**src/rtl/m2_block_fetch.sv**
```systemverilog
// m2_block_fetch: fetches one 8x8 block of 16-bit pre-IDCT coefficients per
// request from SRAM and writes it row-major into a 64-entry DP-RAM.
// Blocks are walked Y (40x30, stride 320), then U and V (20x30, stride 160).
//
// Ports:
//   CLOCK_50_I      clock
//   resetn          asynchronous active-low reset
//   fetch_start     request to fetch the next block (accepted only when idle)
//   fetch_done      one-cycle pulse once all 64 DP-RAM writes have completed
//   last_block      high with fetch_done when block 2399 was just fetched
//   block_index     index of the block targeted by the next/current fetch
//   SRAM_address    SRAM word address (holds its last value outside issue)
//   SRAM_we_n       tied high, reads only
//   SRAM_read_data  SRAM read data, valid SRAM_LAT cycles after the address
//   DP_address      DP-RAM write address, r*8+c
//   DP_write_data   DP-RAM write data (coefficient, unmodified)
//   DP_we           DP-RAM write enable
//
// FIRST_BLOCK selects the block the sequence counters reset to; the default
// of 0 is the normal sequence start.
module m2_block_fetch #(
  parameter logic [17:0] PRE_IDCT_BASE = 18'd76800,
  parameter int unsigned SRAM_LAT      = 2,
  parameter int unsigned FIRST_BLOCK   = 0
) (
  input  logic        CLOCK_50_I,
  input  logic        resetn,
  input  logic        fetch_start,
  output logic        fetch_done,
  output logic        last_block,
  output logic [11:0] block_index,
  output logic [17:0] SRAM_address,
  output logic        SRAM_we_n,
  input  logic [15:0] SRAM_read_data,
  output logic [5:0]  DP_address,
  output logic [15:0] DP_write_data,
  output logic        DP_we
);

  typedef enum logic [1:0] {S_IDLE, S_ISSUE, S_DRAIN, S_DONE} state_t;
  typedef enum logic [1:0] {SEG_Y, SEG_U, SEG_V} seg_t;

  localparam int unsigned NUM_Y = 1200;
  localparam int unsigned NUM_U = 600;
  localparam int unsigned CB_Y  = 40;
  localparam int unsigned CB_UV = 20;
  localparam logic [11:0] LAST_IDX = 12'd2399;
  localparam logic [17:0] OFF_U    = 18'd76800;
  localparam logic [17:0] OFF_V    = 18'd115200;

  localparam int unsigned FB_REL = (FIRST_BLOCK < NUM_Y) ? FIRST_BLOCK :
                                   ((FIRST_BLOCK < NUM_Y + NUM_U) ? FIRST_BLOCK - NUM_Y :
                                                                    FIRST_BLOCK - NUM_Y - NUM_U);
  localparam int unsigned FB_CBN = (FIRST_BLOCK < NUM_Y) ? CB_Y : CB_UV;
  localparam logic [5:0]  RST_CB  = 6'(FB_REL % FB_CBN);
  localparam logic [4:0]  RST_RB  = 5'(FB_REL / FB_CBN);
  localparam logic [11:0] RST_IDX = 12'(FIRST_BLOCK);
  localparam seg_t        RST_SEG = (FIRST_BLOCK < NUM_Y) ? SEG_Y :
                                    ((FIRST_BLOCK < NUM_Y + NUM_U) ? SEG_U : SEG_V);

  state_t      state, state_n;
  seg_t        seg;
  logic [5:0]  cb;
  logic [4:0]  rb;
  logic [5:0]  cnt;
  logic [15:0] rd_q;

  // Read data is registered once before use, so the tag pipe is one slot
  // deeper than the SRAM latency.
  logic [SRAM_LAT:0] tag_vld;
  logic [5:0]        tag_idx [SRAM_LAT+1];

  assign SRAM_we_n = 1'b1;

  // Word address of element k of the current block.
  function automatic logic [17:0] elem_addr(input logic [5:0] k);
    logic [17:0] row;
    logic [17:0] col;
    logic [17:0] row_off;
    logic [17:0] seg_off;
    row = {10'd0, rb, k[5:3]};
    col = {9'd0, cb, k[2:0]};
    case (seg)
      SEG_Y: begin
        row_off = (row << 8) + (row << 6);
        seg_off = '0;
      end
      SEG_U: begin
        row_off = (row << 7) + (row << 5);
        seg_off = OFF_U;
      end
      default: begin
        row_off = (row << 7) + (row << 5);
        seg_off = OFF_V;
      end
    endcase
    return PRE_IDCT_BASE + seg_off + row_off + col;
  endfunction

  always_ff @(posedge CLOCK_50_I or negedge resetn) begin
    if (!resetn) state <= S_IDLE;
    else         state <= state_n;
  end

  always_comb begin
    state_n    = state;
    fetch_done = 1'b0;
    last_block = 1'b0;
    case (state)
      S_IDLE:  if (fetch_start) state_n = S_ISSUE;
      S_ISSUE: if (cnt == 6'd63) state_n = S_DRAIN;
      // Pipe empties in the cycle the final DP write is presented.
      S_DRAIN: if (~|tag_vld) state_n = S_DONE;
      S_DONE: begin
        fetch_done = 1'b1;
        last_block = (block_index == LAST_IDX);
        state_n    = S_IDLE;
      end
      default: state_n = S_IDLE;
    endcase
  end

  always_ff @(posedge CLOCK_50_I or negedge resetn) begin
    if (!resetn) begin
      cnt           <= '0;
      SRAM_address  <= '0;
      rd_q          <= '0;
      tag_vld       <= '0;
      for (int unsigned i = 0; i <= SRAM_LAT; i++) tag_idx[i] <= '0;
      DP_we         <= 1'b0;
      DP_address    <= '0;
      DP_write_data <= '0;
      cb            <= RST_CB;
      rb            <= RST_RB;
      seg           <= RST_SEG;
      block_index   <= RST_IDX;
    end else begin
      rd_q       <= SRAM_read_data;
      tag_vld    <= {tag_vld[SRAM_LAT-1:0], state == S_ISSUE};
      tag_idx[0] <= cnt;
      for (int unsigned i = 1; i <= SRAM_LAT; i++) tag_idx[i] <= tag_idx[i-1];

      DP_we <= tag_vld[SRAM_LAT];
      if (tag_vld[SRAM_LAT]) begin
        DP_address    <= tag_idx[SRAM_LAT];
        DP_write_data <= rd_q;
      end

      case (state)
        S_IDLE: begin
          if (fetch_start) begin
            cnt          <= '0;
            SRAM_address <= elem_addr(6'd0);
          end
        end
        S_ISSUE: begin
          cnt <= cnt + 6'd1;
          if (cnt != 6'd63) SRAM_address <= elem_addr(cnt + 6'd1);
        end
        S_DONE: begin
          if (block_index == LAST_IDX) begin
            block_index <= '0;
            cb          <= '0;
            rb          <= '0;
            seg         <= SEG_Y;
          end else begin
            block_index <= block_index + 12'd1;
            if (cb == ((seg == SEG_Y) ? 6'd39 : 6'd19)) begin
              cb <= '0;
              if (rb == 5'd29) begin
                rb  <= '0;
                seg <= (seg == SEG_Y) ? SEG_U : SEG_V;
              end else begin
                rb <= rb + 5'd1;
              end
            end else begin
              cb <= cb + 6'd1;
            end
          end
        end
        default: ;
      endcase
    end
  end

endmodule
```
**config.mk**
```make
export PLATFORM = sky130hd
export DESIGN_NAME = m2_block_fetch
export DESIGN_NICKNAME = d
export VERILOG_FILES = /design/src/rtl/m2_block_fetch.sv
export SDC_FILE = /design/constraint.sdc
export NUM_CORES = 1
export LEC_CHECK = 0
export ABC_AREA = 1
export CELL_PAD_IN_SITES_DETAIL_PLACEMENT = 0
export CELL_PAD_IN_SITES_GLOBAL_PLACEMENT = 2
export CORE_MARGIN = 4
export CORE_UTILIZATION = 38
export CTS_BUF_LIST = sky130_fd_sc_hd__clkbuf_8
export DETAILED_ROUTE_END_ITERATION = 7
export PLACE_DENSITY_LB_ADDON = 0.1
export SKIP_LAST_GASP = 1
export SYNTH_ARGS = -nofsm -noshare
export SYNTH_HDL_FRONTEND = slang
export SYNTH_SLANG_ARGS = --single-unit
```
**constraint.sdc**
```tcl
create_clock -name CLOCK_50_I -period 5 [get_ports CLOCK_50_I]
set_clock_uncertainty 0.1 [all_clocks]
set_input_delay 0.5 -clock CLOCK_50_I [delete_from_list [all_inputs] [get_ports CLOCK_50_I]]
set_output_delay 0.5 -clock CLOCK_50_I [all_outputs]
set_load 0.005 [all_outputs]
```
==> Yosys cells after proc, flatten, opt, wreduce, memory -nomap -nowiden <==
Index checks and enable logic that the tools add are counted.
{ "op_classes": {"reduce_logical": 11, "n_mux": 33, "add_sub_neg": 14, "eq_ne": 13} }
{ "ops": {"columns": ["cell", "count"], "rows": [
  ["$mux 18", 10],
  ["$add 17x18->18 const A", 2],
  ["$add 18x18->18", 2],
  ["$add 18x9->18", 2],
  ["$pmux 18 s2", 1],
  ["$add 16x14->17", 2],
  ["$mux 17", 2],
  ["$pmux 17 s2", 1],
  ["$add 15x13->16", 2],
  ["$mux 6", 4],
  ["$mux 5", 3],
  ["$mux 2", 7],
  ["$add 12x1->12 const B", 1],
  ["$add 6x1->6 const B", 2],
  ["$eq 12x12->1 const B", 1],
  ["$mux 12", 1],
  ["$pmux 6 s2", 1],
  ["$reduce_and 3->1", 3],
  ["$pmux 2 s4", 1],
  ["$eq 6x6->1", 1],
  ["$eq 6x6->1 const B", 1],
  ["$ne 2x2->1 const B", 3],
  ["$ne 6x6->1 const B", 1],
  ["$reduce_bool 2->1", 3],
  ["9 further kinds", 14]
]} }
{ "word_totals": {"output_inout_bits": 56, "in_bits": 19, "reg_bits": 111, "wordCells": 86} }

==> Depth between registers and ports, before layout <==
Gate-level depths: netlist of the first run.
{ "depth": {"depth_word": 9, "ltp_mapped": 25, "ltp_nobuf": 25} }

==> Least setup slack after synthesis of the first run <==
OpenSTA, ideal clock, no wires.
{ "synth_timing": {"path_type": "flip-flop to flip-flop", "startpoint": "register cnt[2]", "endpoint": "register SRAM_address[17]", "slack_ns": 1.545, "arrival_ns": 3.234, "n_path_buf": 0, "stages_incl_launch_ff": 22, "setup_time_ns": 0.121, "period_less_slack_ns": 3.455, "required_time_ns": 4.779, "cell_sequence": "dfrtp_1 > inv_1 > o31ai_1 > nand2_1 > inv_1 > ha_1 > inv_1 > fa_1 > o21ai_0 > a21oi_1 > nor3_1 > nand2_1 > o21ai_0 > ha_1 > ha_1 > nand2_1 > nor3_1 > nand3_1 > nand3_1 > nand2_1 > nand3_1 > a21oi_1"} }
{ "synth_between": {"elab_chain_cells": 9, "word_cells_on_any_way": 13, "classes_between": "add/sub (5); eq/ne (2); mux (5); reduce/logical (1)"} }
{ "synth_lines": {"columns": ["item", "line", "rtl"], "rows": [
  ["from (decl)", "65", "logic [5:0] cnt;"],
  ["from (signal assigned)", "157", "cnt <= cnt + 6'd1;"],
  ["$add 6x1->6", "158", "if (cnt != 6'd63) SRAM_address <= elem_addr(cnt + 6'd1);"],
  ["$add 16x14->17 or $add 15x13->16 (tied branches)", "85, 89, 93", null],
  ["$mux 17", null, null],
  ["$mux 18", "158", null],
  ["$mux 18", "149", "case (state)"],
  ["$add 18x18->18", "97", "return PRE_IDCT_BASE + seg_off + row_off + col;"],
  ["$add 18x9->18", "97", null],
  ["$mux 18", "158", null],
  ["$pmux 18 s2", "149", null],
  ["to (signal assigned)", "153", "SRAM_address <= elem_addr(6'd0);"],
  ["to (signal assigned)", "158", null],
  ["to (decl)", "32", "output logic [17:0] SRAM_address,"]
]} }
Several ways; a longest one is shown, not always the timed one. The select of a mux whose other input is x is not followed.
A chain may end at the register's enable or synchronous reset.

==> Final worst setup path of the first run <==
{ "layout_timing": {"startpoint": "register cnt[1]", "endpoint": "register SRAM_address[16]"} }
Same word-level chain as after synthesis.

==> impl_metrics.csv, run 1 <==
group,metric,value,unit
logic_synthesis,yosysSeqAreaShare,45.3,%
grt,grt_pass1_wl,23.4,mm
clock_tree,clock_sinks,111,
grt,grt_overflow,0,
clock_tree,cts_setup_buffers,0,
placed_design,gp_congestion,0.842,
layout,area_growth,18.0,%
critical_path,start_kind,"register",
grt,antenna_found_initial,0,
logic_synthesis,ys_warn_count,0,
layout,antennaDiodeCount,0,
critical_path,rrSetupSlack,1060,ps
grt,grt_start_max_net_pins,68,
placed_design,pre_cts_ws,1090,ps
power,ir_drop,211,µV
critical_path,crit_fanout,4,
floorplanning,initial_core_util,38.7,%
logic_synthesis,synth_nets,769,
routing,vias,4743,
sta,period_needed,3940,ps
run_status,status,"finished clean",
critical_path,worstSetupPathType,"reg -> reg",
run,cap_violations,0,
logic_synthesis,syn_area,0.00613,mm²
clock_tree,cts_buffers,9,
critical_path,cp_slowest_stage_delay,410,ps
floorplanning,die_area,0.0182,mm²
floorplanning,die-height,135,µm
critical_path,crit_path_end_kind,"register",
logic_synthesis,synth.distinct_cells,43,
placed_design,port_buffers,73,
critical_path,crit_slowest_cell,"dfrtp_1",
critical_path,cp.buffers_inverters,3,
routing,detail-route-antenna-nets,0,
sta,max_clock_freq,254,MHz
sta,tns,0,ps
clock_tree,cts_tree,"yes",
floorplanning,core_area,0.0158,mm²
sta,tightest_slew,969,ps
critical_path,crit_family,"adder cells",
sta,rsz0062_at_grt,"no",
layout,fin_util,45.7,%
clock_tree,postCtsHoldBufs,0,
critical_path,worstPathCellList,"inv_1 -> o31ai_1 -> nand2_1 -> inv_1 -> ha_1 -> inv_1 -> fa_1 -> o21ai_0 -> a21oi_1 -> nor3_1 -> nand2_1 -> o21ai_0 -> ha_1 -> ha_1 -> nand2_1 -> nor2_1 -> nand3_1 -> nand4_1 -> nand3_1 -> a21oi_1",
floorplanning,dieWidth,135,µm
sta,final_hold_viol_count,0,
layout,layout-drive-gt1-share,7.42,%
routing,dr.pass1.iters,5,
routing,drcViolationCount,0,
critical_path,cp.required,5230,ps
sta,setup_slack,1060,ps
logic_synthesis,syn_avg_cell_area,8.83,µm²
placed_design,dp_hpwl,10.9,mm
clock_tree,cts_resized,0,
layout,nNetsFinal,839,
grt,grt_use_total,16.1,%
clock_tree,clock_latency,390,ps
floorplanning,rows,46,
clock_tree,clkTransAtPathRegs,120,ps
sta,period_share,78.7,%
sta,drv_slew,0,
sta,slew-limit-headroom,35.4,%
power,powerDensity,413,mW/mm²
power,leakage,3.52,nW
floorplanning,io-pin-count,75,
routing,postRouteWirelength,14.2,mm
clock_tree,cts_root_buf,"clkbuf_8",
worst_hold_path,hp-class,"in -> async",
sta,setup_viol,0,
logic_synthesis,ys_seq_elements,111,
clock_tree,htreeDepth,3,
routing,dr.first_iter.drc_count,217,
routing,viasPerCell,4.82,
logic_synthesis,synth_cells,694,
critical_path,worstPathArrival,4160,ps
grt,first_global_vias,4646,
clock_tree,clock_path_buffers,2,
routing,wire_per_inst,14.5,µm
-- layer usage --
layer	part of all wire, %	GRT usage, %	routed length (µm)
met1	47	21.0	6620
met2	47	27.1	6730
met3	3.6	2.83	514
met4	2.5	5.88	349
met5	0	0	0
-- path summary, 6_finish.rpt --
check | startpoint | end | cells after the start
worst max-delay path | cnt[1] | SRAM_address[16] | 20
worst min-delay path | resetn | rb[0] | 1
worst max register to register | cnt[1] | SRAM_address[16] | 20
worst min register to register | tag_idx[15] | tag_idx[9] | 0
max in group asynchronous | resetn | SRAM_address[5] | 2
min in group CLOCK_50_I | tag_idx[15] | tag_idx[9] | 0
-- per-stage QoR --
step,total power [mW],hold slack [ps],cells,instance area [µm²]
final,2.99,122,984,7240
after global routing,3.22,189,984,7240
after CTS,3.04,137,984,7240
after detailed placement,2.52,235,969,7060
after global placement,2.49,234,969,7060
after floorplan,1.95,104,694,6130
-- cell families (layout without fill, tap and decap cells) --
group,after synthesis,count (layout),synth area share [%]
AO/OA/AOI/OAI,86,86,7.82
XOR/XNOR,20,20,2.86
adder cells (fa/ha/maj),56,56,11.9
buffers and inverters,102,176,6.63
flip-flops,111,111,45.3
multiplexers,23,23,4.20
other,1,1,0.0612
AND/OR/NAND/NOR,295,295,21.2
-- report_power, final --
group / leakage (nW) / internal (mW) / switching (mW)
Clock: 0.0925 / 0.198 / 0.316
Sequential: 1.41 / 1.16 / 0.187
Combinational: 2.03 / 0.577 / 0.553
-- layout by cell type (no fill, tap or decap), drive strengths merged --
| master | instances |
|---|---|
| nand2 | 148 |
| dfrtp | 111 |
| inv | 91 |
| clkdlybuf4s50 | 72 |
| nor2 | 66 |
| ha | 52 |
| nand3 | 42 |
| o21ai | 37 |
| a21oi | 32 |
| mux2 | 22 |
| xor2 | 19 |
| nand4 | 12 |
| nor3 | 12 |
| clkbuf | 10 |
| a31oi | 8 |
| nand3b | 6 |
| fa | 4 |
| or2 | 3 |
| o22ai | 3 |
| nor3b | 3 |
| nor4 | 3 |
| o31ai | 2 |
| a32o | 2 |
| buf | 2 |
| mux2i | 1 |
| o211ai | 1 |
| o21bai | 1 |
| xnor2 | 1 |
| conb | 1 |
| clkinvlp | 1 |
-- Yosys cell counts (all sizes together) --
master | count | area (µm²)
a21oi | 32 | 175
a31oi | 8 | 50.1
a32o | 2 | 20.0
buf | 7 | 46.3
clkbuf | 8 | 31.3
conb | 1 | 3.75
dfrtp | 111 | 2780
fa | 4 | 80.1
ha | 52 | 651
inv | 87 | 329
mux2 | 22 | 248
mux2i | 1 | 10.0
nand2 | 148 | 563
nand3 | 42 | 215
nand3b | 6 | 45.0
nand4 | 12 | 75.1
nor2 | 66 | 265
nor3 | 12 | 70.1
nor3b | 3 | 22.5
nor4 | 3 | 25.0
o211ai | 1 | 7.51
o21ai | 37 | 185
o21bai | 1 | 7.51
o22ai | 3 | 18.8
o31ai | 2 | 15.0
or2 | 3 | 18.8
xnor2 | 1 | 8.76
xor2 | 19 | 166
-- sequential cells by signal (all words and copies together) (netlist names) --
signal and flops:
DP_write_data 16, DP_address 6, SRAM_address 18, tag_vld 3, tag_idx 18, block_index 12, rd_q 16, rb 5
DP_we 1, seg 2, cnt 6, state 2, cb 6
-- area by class of cell --
| cell class | instances | area [µm²] |
|---|---|---|
| Multi-Input combinational cell | 481 | 2950 |
| Clock buffer | 10 | 138 |
| Tap cell | 216 | 270 |
| Inverter | 87 | 329 |
| Timing Repair Buffer | 74 | 736 |
| Clock inverter | 5 | 40.0 |
| Sequential cell | 111 | 2780 |
| Fill cell | 1560 | 8590 |
Power figures use the tool's default switching activity.
==> run 2: changes to the inputs <==
CORE_UTILIZATION = 32   (was 38)
clock period = 3.2 ns   (was 5 ns; I/O delays follow)
==> run 2 against run 1 <==
The run now ends with setup timing left. Total power is 65% higher. First-iteration DRC count decreased by 9.7%. Global-route usage down 0.99 points. Die area grew 18%. Cell count grew 9.7%. Maximum frequency rose by 11%. Sequential power rose by 55%. Via count grew 5.8%. Critical endpoint is now SRAM_address[15]. Largest power group unchanged.
==> impl_metrics.csv, run 2 (synthesized netlist as in run 1, its figures left out) <==
group,metric,value,unit
layout,final_cell_mix,"nand2_1 (136), dfrtp_1 (111), inv_1 (78)",
floorplanning,core_area,0.0188,mm²
grt,gr-usage-met2,26.3,%
routing,drcViolationCount,0,
layout,antennaDiodeCount,0,
routing,detail-route-antenna-nets,0,
placed_design,pre_cts_ws,-461,ps
clock_tree,cts_root_buf,"clkbuf_8",
sta,setup_slack,-344,ps
sta,max_clock_freq,282,MHz
routing,vias,5016,
critical_path,worstPathCellList,"nand4_1 -> nor2_1 -> xor2_1 -> inv_1 -> ha_2 -> inv_2 -> fa_2 -> o21ai_4 -> a21oi_2 -> xor2_1 -> buf_4 -> nand2_1 -> nand2_1 -> ha_1 -> inv_2 -> ha_4 -> nand2_1 -> nor2_2 -> nand3_1 -> nand4_1 -> nand3_1 -> a21oi_2",
placed_design,dp_hpwl,11.8,mm
layout,layout_commonest_cell,"nand2_1",
critical_path,crit_slowest_cell,"dfrtp_1",
placed_design,gp_congestion,0.823,
layout,area_growth,33.7,%
routing,dr.pass1.iters,4,
sta,rsz0062_at_grt,"yes",
routing,wire_per_inst,14.5,µm
grt,busiest_layer,"met2",
power,powerDensity,601,mW/mm²
sta,setup_viol,9,
routing,dr.first_iter.drc_count,196,
critical_path,worst_r2r_path_depth,22,
run_status,violations,"setup timing",
placed_design,dpl_cell_area,0.00760,mm²
worst_hold_path,worstHoldPathCells,1,
sta,tightest_slew,983,ps
critical_path,cp.required,3430,ps
grt,grt_pass1_wl,26.5,mm
floorplanning,initial_core_util,32.7,%
floorplanning,io-pin-count,75,
grt,grt_overflow,0,
clock_tree,cts_tree,"yes",
critical_path,worstPathArrival,3780,ps
run_status,status,"complete, but fails checks",
grt,first_global_vias,5205,
grt,grtUsageMet1,19.7,%
grt,grt_use_total,15.1,%
layout,nNetsFinal,915,
critical_path,crit_path_end_kind,"register",
sta,period_needed,3540,ps
run,cap_violations,0,
power,ir_drop,214,µV
power,leakage,3.96,nW
clock_tree,cts_buffers,9,
critical_path,crit_top_cell,"nand2_1",
layout,fin_area,0.00820,mm²
floorplanning,die_area,0.0214,mm²
floorplanning,dieWidth,146,µm
routing,viasPerCell,4.65,
clock_tree,clock_path_buffers,2,
floorplanning,rows,50,
critical_path,worstSetupPathType,"reg -> reg",
sta,period_share,111,%
layout,biggestRegsByFlops,"SRAM_address (18), tag_idx (18)",
grt,grt_start_max_net_pins,59,
placed_design,port_buffers,73,
clock_tree,clock_sinks,111,
clock_tree,htreeDepth,3,
sta,drv_slew,0,
critical_path,crit_fanout,4,
worst_hold_path,hp-class,"in -> reg",
sta,final_hold_viol_count,0,
clock_tree,clkTransAtPathRegs,130,ps
grt,antenna_found_initial,0,
clock_tree,clock_latency,400,ps
grt,use_met3,2.48,%
layout,stdcell_count,1079,
placed_design,dpl.cell_count,1046,
floorplanning,die-height,146,µm
power,total_power,4.93,mW
critical_path,cp_slowest_stage_delay,410,ps
layout,layout-drive-gt1-share,22.0,%
sta,slew-limit-headroom,34.5,%
routing,postRouteWirelength,15.6,mm
critical_path,start_kind,"register",
[run 2: cell count changes in the layout (fill, tap and decap cells not counted), moves of 6 or more]
cell	before	now
ha_1	52	42
inv_1	84	78
o21ai_0	35	28
nand2_1	145	136
ha_4	0	8
buf_4	2	73
a21oi_2	1	10
nor2_1	63	57
a21oi_1	30	19
[run 2: report_power, final]
group / switching [mW] / leakage [nW] / internal [mW]
clock network: 0.594 / 0.107 / 0.325
registers: 0.273 / 1.41 / 1.81
logic: 0.926 / 2.44 / 1.01
total: 1.79 / 3.96 / 3.14
[run 2: per-layer routing]
metal / up-vias / wire [µm]
met3: 10 / 470
met4: 0 / 188
li1: 2567 / -
met5: - / 0
met2: 73 / 7580
met1: 2366 / 7390
[run 2: cell type report]
cell class              count  area, µm²
flip-flops and latches    111       2780
multi-input cells         481       3250
inverters                  87        329
well taps                 234        293
repair buffers            150       1330
clock inverters             7       88.8
clock buffers               9        124
fillers                  1885      10600
[run 2: worst paths after layout]
check                           slack, ps          startpoint               end
worst min register to register        260          tag_idx[9]        tag_idx[3]
min in group asynchronous             410              resetn  DP_write_data[3]
max in group asynchronous            1830              resetn  SRAM_address[11]
worst min-delay path                  250  SRAM_read_data[15]          rd_q[15]
worst max register to register       -340              cnt[0]  SRAM_address[15]
worst max-delay path                 -340              cnt[0]  SRAM_address[15]
[run 2: what timing repair did]
| action | CTS | global route |
|---|---|---|
| gates cloned | 0 | 0 |
| gates resized for setup | 48 | 14 |
| hold endpoints to repair | 57 | 0 |
| pin swaps | 26 | 9 |
| hold buffers | 1 | 0 |
| setup buffers | 16 | 0 |
| endpoints found under the setup margin | 10 | 10 |
[run 2: through the flow]
stage	hold WS [ps]	utilization (%)	setup TNS, ps
floorplan	-75.6	-	0
global placement	232	40.5	-3040
detailed placement	235	40.5	-3440
CTS	220	43.4	-2040
global route	221	43.7	-4440
finish	247	43.7	-1960
[run 2: worst max-delay path, delay by kind of cell, from the launching register on]
family / cells / cell delay, ps
buffers and inverters: 4 / 310
flip-flops: 1 / 410
XOR/XNOR: 2 / 500
AND/OR/NAND/NOR: 9 / 920
AO/OA/AOI/OAI: 3 / 390
adder cells (fa/ha/maj): 4 / 860
